==> config.mk <==
export PLATFORM = sky130hd
export DESIGN_NAME = pc_uart_rx
export DESIGN_NICKNAME = d
export VERILOG_FILES = /design/src/rtl/pc_uart_rx.sv
export SDC_FILE = /design/constraint.sdc
export NUM_CORES = 1
export LEC_CHECK = 0
export ABC_CLOCK_PERIOD_IN_PS = 7200
export BUFFER_PORTS_ARGS = -buffer_cell sky130_fd_sc_hd__buf_2
export CAP_MARGIN = 0
export CORE_AREA = 8 8 115 117
export CTS_CLUSTER_DIAMETER = 40
export CTS_CLUSTER_SIZE = 10
export DETAILED_ROUTE_END_ITERATION = 8
export DIE_AREA = 0 0 123 125
export PLACE_DENSITY_LB_ADDON = 0.2
export REMOVE_ABC_BUFFERS = 1
export SETUP_SLACK_MARGIN = 0.5
export SYNTH_ARGS = -nofsm -noshare
export SYNTH_HDL_FRONTEND = slang
export SYNTH_SLANG_ARGS = --single-unit
==> constraint.sdc <==
create_clock -name clk -period 7.2 [get_ports clk]
set_input_delay 1.44 -clock clk [delete_from_list [all_inputs] [get_ports clk]]
set_output_delay 1.44 -clock clk [all_outputs]
set_load 0.1 [all_outputs]
==> src/rtl/pc_uart_rx.sv <==
// pc_uart_rx: oversampled UART receiver feeding a valid/ready byte FIFO.
// Define PC_UART_RX_PARITY_EN to expect an even-parity bit after D7.
module pc_uart_rx #(
   parameter int CLK_HZ      = 100000000,
   parameter int BAUD        = 115200,
   parameter int OVERSAMPLE  = 16,
   parameter int FIFO_DEPTH  = 8,
   parameter int SYNC_STAGES = 2
) (
   input  logic                          clk,
   input  logic                          rst,
   input  logic                          uart_rx,
   input  logic                          pc_cmd_ready,
   output logic                          pc_cmd_valid,
   output logic [7:0]                    pc_cmd_data,
   output logic [$clog2(FIFO_DEPTH):0]   fifo_level,
   output logic                          framing_err,
   output logic                          overflow,
`ifdef PC_UART_RX_PARITY_EN
   output logic                          parity_err,
`endif
   output logic                          rx_busy
);

   localparam int DIV  = CLK_HZ / (BAUD * OVERSAMPLE);
   localparam int TW   = (DIV > 1) ? $clog2(DIV) : 1;
   localparam int SW   = $clog2(OVERSAMPLE);
   localparam int HALF = OVERSAMPLE / 2;
   localparam int AW   = $clog2(FIFO_DEPTH);
   localparam int LW   = AW + 1;

   typedef enum logic [2:0] {
      IDLE,
      START,
      DATA,
`ifdef PC_UART_RX_PARITY_EN
      PARITY,
`endif
      STOP,
      BREAK
   } state_t;

   state_t                 state_q, state_d;
   logic [SYNC_STAGES-1:0] sync_q;
   logic                   rx_s, rx_prev, rx_fall;
   logic [TW-1:0]          tick_cnt;
   logic                   tick;
   logic [SW-1:0]          smp_cnt;
   logic [2:0]             bit_cnt;
   logic [1:0]             hist;
   logic                   vote;
   logic [7:0]             shreg;
   logic                   at_mid, at_late, at_end;
   logic                   smp_clr, bit_inc, shift_en;
   logic                   byte_wr, ferr_d, par_bad;

   assign rx_s    = sync_q[SYNC_STAGES-1];
   assign rx_fall = rx_prev & ~rx_s;
   assign tick    = (tick_cnt == TW'(DIV - 1));
   // hist holds the two previous tick samples; rx_s is the current one
   assign vote    = (hist[1] & hist[0]) | (hist[1] & rx_s)
                  | (hist[0] & rx_s);
   assign at_mid  = tick && (smp_cnt == SW'(HALF));
   assign at_late = tick && (smp_cnt == SW'(HALF + 1));
   assign at_end  = tick && (smp_cnt == SW'(OVERSAMPLE - 1));
   assign rx_busy = (state_q != IDLE);

`ifdef PC_UART_RX_PARITY_EN
   logic perr_d;
   localparam state_t AFTER_DATA = PARITY;
`else
   localparam state_t AFTER_DATA = STOP;
   assign par_bad = 1'b0;
`endif

   always_comb begin
      state_d  = state_q;
      smp_clr  = 1'b0;
      bit_inc  = 1'b0;
      shift_en = 1'b0;
      byte_wr  = 1'b0;
      ferr_d   = 1'b0;
`ifdef PC_UART_RX_PARITY_EN
      perr_d   = 1'b0;
`endif
      unique case (state_q)
         IDLE: begin
            if (rx_fall) begin
               state_d = START;
               smp_clr = 1'b1;
            end
         end
         START: begin
            if (at_mid) begin
               smp_clr = 1'b1;
               state_d = vote ? IDLE : DATA;
            end
         end
         DATA: begin
            shift_en = at_late;
            if (at_end) begin
               smp_clr = 1'b1;
               bit_inc = 1'b1;
               if (bit_cnt == 3'd7) state_d = AFTER_DATA;
            end
         end
`ifdef PC_UART_RX_PARITY_EN
         PARITY: begin
            perr_d = at_late && (vote != ^shreg);
            if (at_end) begin
               smp_clr = 1'b1;
               state_d = STOP;
            end
         end
`endif
         STOP: begin
            if (at_late) begin
               if (vote) begin
                  byte_wr = ~par_bad;
                  state_d = IDLE;
               end else begin
                  ferr_d  = 1'b1;
                  state_d = BREAK;
               end
            end
         end
         BREAK: begin
            if (rx_s) state_d = IDLE;
         end
         default: state_d = IDLE;
      endcase
   end

   always_ff @(posedge clk or posedge rst) begin
      if (rst) begin
         sync_q      <= '1;
         rx_prev     <= 1'b1;
         state_q     <= IDLE;
         tick_cnt    <= '0;
         smp_cnt     <= '0;
         bit_cnt     <= '0;
         hist        <= '1;
         shreg       <= '0;
         framing_err <= 1'b0;
      end else begin
         sync_q      <= {sync_q[SYNC_STAGES-2:0], uart_rx};
         rx_prev     <= rx_s;
         state_q     <= state_d;
         framing_err <= ferr_d;
         if (state_q == IDLE || tick) tick_cnt <= '0;
         else tick_cnt <= tick_cnt + 1'b1;
         if (tick) hist <= {hist[0], rx_s};
         if (smp_clr) smp_cnt <= '0;
         else if (tick) smp_cnt <= smp_cnt + 1'b1;
         if (state_q == IDLE) bit_cnt <= '0;
         else if (bit_inc) bit_cnt <= bit_cnt + 1'b1;
         if (shift_en) shreg <= {vote, shreg[7:1]};
      end
   end

`ifdef PC_UART_RX_PARITY_EN
   always_ff @(posedge clk or posedge rst) begin
      if (rst) begin
         par_bad    <= 1'b0;
         parity_err <= 1'b0;
      end else begin
         parity_err <= perr_d;
         if (state_q == IDLE) par_bad <= 1'b0;
         else if (perr_d) par_bad <= 1'b1;
      end
   end
`endif

   logic [7:0]  mem [FIFO_DEPTH];
   logic [AW:0] wptr, rptr;
   logic        full, pop, wr_ok;

   assign fifo_level   = wptr - rptr;
   assign full         = (fifo_level == LW'(FIFO_DEPTH));
   assign pc_cmd_valid = (fifo_level != '0);
   assign pc_cmd_data  = mem[rptr[AW-1:0]];
   assign pop          = pc_cmd_valid && pc_cmd_ready;
   // a same-cycle pop frees the slot, so a full FIFO can still take the byte
   assign wr_ok        = byte_wr && (!full || pop);

   always_ff @(posedge clk or posedge rst) begin
      if (rst) begin
         wptr     <= '0;
         rptr     <= '0;
         overflow <= 1'b0;
         for (int i = 0; i < FIFO_DEPTH; i++) mem[i] <= '0;
      end else begin
         overflow <= byte_wr && full && !pop;
         if (wr_ok) begin
            mem[wptr[AW-1:0]] <= shreg;
            wptr              <= wptr + 1'b1;
         end
         if (pop) rptr <= rptr + 1'b1;
      end
   end

endmodule

# After elaboration in Yosys (flattened, before gate mapping)
# Cells that the tools add are included.
dict set report word_totals {
  register_bits 103
  out_inout_bits 16
  word_cells 104
  in_bits 4
}
dict set report classes {
  bitwise_logic 9
  addsub 6
  eq_ne 16
  mux 32
  magnitude_cmp 3
  reduce_logical 18
}
# op n
set op_table {}
lappend op_table {{64-bit bitwise mux} 1}
lappend op_table {{3-bit two-way mux} 9}
lappend op_table {{8-bit binary-select mux with 3-bit select} 1}
lappend op_table {{8-bit demux with 3-bit select} 1}
lappend op_table {{8-bit two-way mux} 3}
lappend op_table {{4-bit equality test, second input constant} 4}
lappend op_table {{3-bit one-hot mux with 5 select lines} 1}
lappend op_table {{4-bit by 1-bit adder with 4-bit output, second input constant} 3}
lappend op_table {{2-bit != test, second input constant} 6}
lappend op_table {{1-bit two-way mux} 11}
lappend op_table {{4-bit greater-or-equal comparator, second input constant} 2}
lappend op_table {{1-bit logical AND} 8}
lappend op_table {{4-bit two-way mux} 2}
lappend op_table {{3-bit NOT with 4-bit output} 2}
lappend op_table {{6-bit by 1-bit adder with 6-bit output, second input constant} 1}
lappend op_table {{3-bit by 2-bit equality test with 1-bit output, second input constant} 2}
lappend op_table {{3-bit equality test, second input constant} 2}
lappend op_table {{6-bit equality test, second input constant} 1}
lappend op_table {{6-bit two-way mux} 1}
lappend op_table {{6-bit AND reduction} 1}
lappend op_table {{1-bit bitwise AND} 4}
lappend op_table {{4-bit by 1-bit < comparator with 1-bit output, second input constant} 1}
lappend op_table {{2-bit nonzero test} 2}
lappend op_table {{4-bit nonzero test} 1}
lappend op_table {{other kinds (11)} 14}

# Longest topological paths before layout
dict set report logic_depth {
  ltp_word 8
  depth_mapped 10
  depth_no_buf 9
}

# Worst setup path before layout
# No wires, ideal clock.
dict set report synth_path {
  path_type {flip-flop to output port}
  start {register rptr[1]}
  end {output port pc_cmd_valid}
  path_buffers 2
  required_ns 5.760
  t_arrival_ns 4.206
  path_stages_with_launch 8
  path_slack_ns 1.554
  path_cell_list {dfrtp_1 clkbuf_1 clkbuf_1 inv_1 fa_1 xor2_1 or3_1 o21bai_1}
}
dict set report synth_via {
  elab_chain_len 2
}
# item line
set synth_lines {}
lappend synth_lines {{start: declaration} 175} ;# logic [AW:0] wptr, rptr;
lappend synth_lines {{start signal: assignment} 198} ;# if (pop) rptr <= rptr + 1'b1;
lappend synth_lines {{4-bit subtractor} 178} ;# assign fifo_level = wptr - rptr;
lappend synth_lines {{net fifo_level[2]} 16} ;# output logic [$clog2(FIFO_DEPTH):0] fifo_level,
lappend synth_lines {{4-bit nonzero test} 180} ;# assign pc_cmd_valid = (fifo_level != '0);
lappend synth_lines {{end: declaration} 14} ;# output logic pc_cmd_valid,
# The timed path passes the listed nets, and every way through them passes these cells.

# Worst setup path in the final report
dict set report layout_path {
  start {register rptr[0]}
  end {output port pc_cmd_valid}
}
dict set report layout_via {
  elab_chain_len 2
}
# item line
set layout_lines {}
lappend layout_lines {{4-bit subtractor} 178}
lappend layout_lines {{4-bit nonzero test} 180}
# Every way passes these cells.

==> metrics.txt <==
# TYPE chip_impl_metric gauge
chip_impl_metric{name="clkTransAtPathRegs",unit="ns"} 0.07
chip_impl_metric{name="ys_warn_count",unit=""} 0
chip_impl_metric{name="fmax",unit="MHz"} 217
chip_impl_metric{name="grt_use_met2",unit="%"} 20.0
chip_impl_info{name="hold_crit_start",value="sync_q[0]$_DFF_PP1_"} 1
chip_impl_metric{name="number_of_cells_on_the_worst_reg_to_reg_path",unit=""} 8
chip_impl_metric{name="actual_transition_at_the_worst_max_transition_pin",unit="ns"} 1.04
chip_impl_metric{name="floorplan.rows",unit=""} 40
chip_impl_metric{name="max-clock-path-buffers",unit=""} 2
chip_impl_metric{name="synth_area",unit="µm²"} 5040
chip_impl_metric{name="cts_made_buffers",unit=""} 9
chip_impl_metric{name="hpwlAfterDp",unit="mm"} 6.31
chip_impl_metric{name="timing.max_slew.rel_slack",unit="%"} 30.4
chip_impl_metric{name="global_route_wire_length_before_repair",unit="mm"} 15.8
chip_impl_metric{name="h_tree_depth",unit=""} 3
chip_impl_metric{name="die_area",unit="µm²"} 15400
chip_impl_metric{name="grt_overflow_total",unit=""} 0
chip_impl_metric{name="hold_path_depth",unit=""} 0
chip_impl_metric{name="required",unit="ns"} 5.76
chip_impl_metric{name="peakVddDrop",unit="mV"} 0.402
chip_impl_metric{name="syn_inst",unit=""} 373
chip_impl_metric{name="fin_tns_setup",unit="ns"} 0
chip_impl_metric{name="final_min_period_over_clock_period",unit="%"} 64.1
chip_impl_metric{name="edff_count_synth",unit=""} 0
chip_impl_metric{name="insertedDiodeCount",unit=""} 0
chip_impl_metric{name="fin_skew",unit="ns"} 0.0131
chip_impl_metric{name="routed_via_density",unit=""} 5.23
chip_impl_metric{name="dpl.cell_count",unit=""} 521
chip_impl_info{name="criticalPathCategory",value="reg -> out"} 1
chip_impl_info{name="rsz0062_at_grt",value="no"} 1
chip_impl_metric{name="core-area",unit="µm²"} 11600
chip_impl_metric{name="routabilityCongestion",unit=""} 0.767
chip_impl_metric{name="area_delta_synth_final",unit="%"} 9.32
chip_impl_info{name="ys_dominant_reg_cell",value="sky130_fd_sc_hd__dfrtp_1"} 1
chip_impl_info{name="busiest_layer",value="met2"} 1
chip_impl_info{name="cts_root_buffer",value="sky130_fd_sc_hd__clkbuf_16"} 1
chip_impl_info{name="status",value="finished clean"} 1
chip_impl_metric{name="final_hold_viol_count",unit=""} 0
chip_impl_metric{name="grt_util_met3",unit="%"} 4.77
chip_impl_metric{name="gr-usage-met1",unit="%"} 17.5
chip_impl_metric{name="die_width",unit="µm"} 123
chip_impl_metric{name="synth_unique_cells",unit=""} 46
chip_impl_metric{name="total_number_of_clock_tree_sinks",unit=""} 103
chip_impl_metric{name="cts-hold-fix-buffers",unit=""} 0
chip_impl_metric{name="layout.cells.non_filler",unit=""} 537
chip_impl_info{name="cts_tree",value="yes"} 1
chip_impl_info{name="hold_path_end",value="sync_q[1]$_DFF_PP1_"} 1
chip_impl_metric{name="arrival",unit="ns"} 3.18
chip_impl_metric{name="finalSetupViolCount",unit=""} 0
chip_impl_metric{name="fin_util",unit="%"} 47.4
chip_impl_metric{name="die_height",unit="µm"} 125
chip_impl_metric{name="drt_pre_antenna_iters",unit=""} 4
chip_impl_metric{name="timing.critical_path.fanout_max",unit=""} 20
chip_impl_info{name="r2r-start",value="rptr[0]$_DFFE_PP0P_"} 1
chip_impl_metric{name="rrSetupSlack",unit="ns"} 3.56
chip_impl_metric{name="place.port_buffers",unit=""} 19
chip_impl_metric{name="io_pins",unit=""} 20
chip_impl_metric{name="grt_start_max_net_pins",unit=""} 68
chip_impl_metric{name="drc_errors",unit=""} 0
chip_impl_metric{name="track_usage",unit="%"} 13.2
chip_impl_metric{name="synth-seq-cells",unit=""} 103
chip_impl_metric{name="first_iter_violations",unit=""} 155
chip_impl_metric{name="ctsResizeCount",unit=""} 0
chip_impl_metric{name="worst_skew_pair.late_latency",unit="ns"} 0.35
chip_impl_metric{name="postRouteWirelength",unit="mm"} 9.05
chip_impl_info{name="setup.worst_path.start_class",value="register"} 1
chip_impl_metric{name="vias",unit=""} 2809
chip_impl_metric{name="post_cts.repair.setup_buffers",unit=""} 0
chip_impl_metric{name="drv.max_cap_violation_count",unit=""} 0
chip_impl_info{name="crit_path_end_kind",value="primary output"} 1
chip_impl_metric{name="nets",unit=""} 402
chip_impl_info{name="worstHoldPathType",value="reg -> reg"} 1
chip_impl_metric{name="ys_seq_area_share",unit="%"} 51.3
chip_impl_info{name="worst_r2r_endpoint",value="mem[0]$_DFFE_PP0P_"} 1
chip_impl_metric{name="timing.final.crit_period",unit="ns"} 4.62
chip_impl_metric{name="maxSlewViolCount",unit=""} 0
chip_impl_metric{name="postSynthAreaPerCell",unit="µm²"} 13.5
chip_impl_metric{name="async_flop_share",unit="%"} 100
chip_impl_metric{name="final_layout_size_suffix_gt1_share",unit="%"} 34.6
chip_impl_metric{name="ant_nets",unit=""} 0
chip_impl_metric{name="total_leakage_power",unit="nW"} 2.83
chip_impl_metric{name="route.detailed.wl_per_inst",unit="µm"} 16.9
chip_impl_metric{name="first_global_vias",unit=""} 3022
chip_impl_metric{name="antenna_found_initial",unit=""} 0
chip_impl_metric{name="pwrdens",unit="nW/µm²"} 285
chip_impl_metric{name="floorplan.initialDensity",unit="%"} 43.4
[how the worst max path moves through the flow]
stage	from	to	cells after the start
after floorplan	rptr[0]$_DFFE_PP0P_	pc_cmd_valid	6
after global placement	rptr[0]$_DFFE_PP0P_	pc_cmd_valid	7
after global routing	rptr[0]$_DFFE_PP0P_	pc_cmd_valid	7
after CTS	rptr[0]$_DFFE_PP0P_	pc_cmd_valid	7
final	rptr[0]$_DFFE_PP0P_	pc_cmd_valid	7
after detailed placement	rptr[0]$_DFFE_PP0P_	pc_cmd_valid	7
[critical path: stages, from the launching register on]
cell and delay (ns):
sky130_fd_sc_hd__dfrtp_1 1.03, sky130_fd_sc_hd__ha_1 0.32, sky130_fd_sc_hd__inv_1 0.06, sky130_fd_sc_hd__fa_1 0.38, sky130_fd_sc_hd__xor2_1 0.18, sky130_fd_sc_hd__or3_1 0.33, sky130_fd_sc_hd__o21bai_1 0.21, sky130_fd_sc_hd__buf_2 0.32
[area by class of cell]
type                    count  area, µm²
well taps                 147        184
fillers                  1017       6110
multi-input cells         240       2300
inverters                  11       43.8
clock buffers              14        274
clock inverters             2       15.0
repair buffers             20        103
flip-flops and latches    103       2580
[registers in the layout, summed over array words and instances, names as in the netlist]
signal,flops
state_q,3
rptr,4
overflow,1
tick_cnt,6
framing_err,1
bit_cnt,3
mem,64
shreg,8
hist,2
wptr,4
sync_q,2
smp_cnt,4
rx_prev,1
[layout by cell type (no fill, tap or decap), types with 2 or more instances in the layout]
master and n:
sky130_fd_sc_hd__mux2_4 17, sky130_fd_sc_hd__nand2_1 41, sky130_fd_sc_hd__a21o_1 2, sky130_fd_sc_hd__or3_1 2, sky130_fd_sc_hd__and2_1 2, sky130_fd_sc_hd__xnor2_1 8
sky130_fd_sc_hd__mux4_2 16, sky130_fd_sc_hd__nor2_1 16, sky130_fd_sc_hd__dfstp_2 5, sky130_fd_sc_hd__dfrtp_1 98, sky130_fd_sc_hd__ha_1 12, sky130_fd_sc_hd__mux2_2 50
sky130_fd_sc_hd__nand4_1 3, sky130_fd_sc_hd__nand2b_1 2, sky130_fd_sc_hd__nor2b_1 5, sky130_fd_sc_hd__o21ai_0 5, sky130_fd_sc_hd__a21oi_1 3, sky130_fd_sc_hd__buf_2 19
sky130_fd_sc_hd__clkbuf_1 2, sky130_fd_sc_hd__inv_1 9, sky130_fd_sc_hd__clkinvlp_4 2, sky130_fd_sc_hd__nand3_1 15, sky130_fd_sc_hd__nand4_4 3, sky130_fd_sc_hd__nand4b_4 4
sky130_fd_sc_hd__mux2_1 7, sky130_fd_sc_hd__xor2_1 7, sky130_fd_sc_hd__clkbuf_8 3, sky130_fd_sc_hd__nand3b_1 3, sky130_fd_sc_hd__clkbuf_16 9, sky130_fd_sc_hd__and3_1 3
[cell families (layout without fill, tap and decap cells)]
group	count (synthesis)	in the layout	share of synthesized area (%)
xor+xnor	15	15	2.61
fa+ha+maj	14	14	3.58
simple gates	107	107	12.9
compound gates	14	14	1.66
mux	90	90	25.0
buf+inv	30	47	2.98
flops	103	103	51.3
[layer usage]
layer	vias to the layer above	wire length (µm)
met5	-	0
met4	0	100
met3	7	303
met2	27	4400
met1	1436	4250
li1	1339	-
[cells in the mapped netlist (4+ instances only)]
cell	instances	area, µm²
sky130_fd_sc_hd__buf_1	8	30.0
sky130_fd_sc_hd__mux2_4	17	255
sky130_fd_sc_hd__clkbuf_1	5	18.8
sky130_fd_sc_hd__ha_1	12	150
sky130_fd_sc_hd__o21ai_0	5	25.0
sky130_fd_sc_hd__mux2_2	50	563
sky130_fd_sc_hd__nand4b_4	4	95.1
sky130_fd_sc_hd__xor2_1	7	61.3
sky130_fd_sc_hd__nor2_1	16	60.1
sky130_fd_sc_hd__dfstp_2	5	131
sky130_fd_sc_hd__xnor2_1	8	70.1
sky130_fd_sc_hd__nand3_1	15	75.1
sky130_fd_sc_hd__inv_1	10	37.5
sky130_fd_sc_hd__nand2_1	41	154
sky130_fd_sc_hd__nor2b_1	5	31.3
sky130_fd_sc_hd__dfrtp_1	98	2450
sky130_fd_sc_hd__mux4_2	16	360
sky130_fd_sc_hd__mux2_1	7	78.8
[stage by stage]
stage	cell area (µm²)	setup slack (ns)	hold WS, ns	power [W]
4_1_cts	5510	2.49	0.364	0.00160
2_1_floorplan	4930	1.68	0.345	0.00104
6_report	5510	2.58	0.363	0.00157
3_3_place_gp	5220	2.97	0.348	0.00111
5_1_grt	5510	2.34	0.366	0.00165
3_5_place_dp	5220	2.86	0.353	0.00112
[power breakdown]
group	internal (W)	switching [W]
combinational	0.000120	0.000283
clock	0.000263	0.000201
sequential	0.000611	0.0000920
No activity file was read; power rests on OpenSTA's default activity.
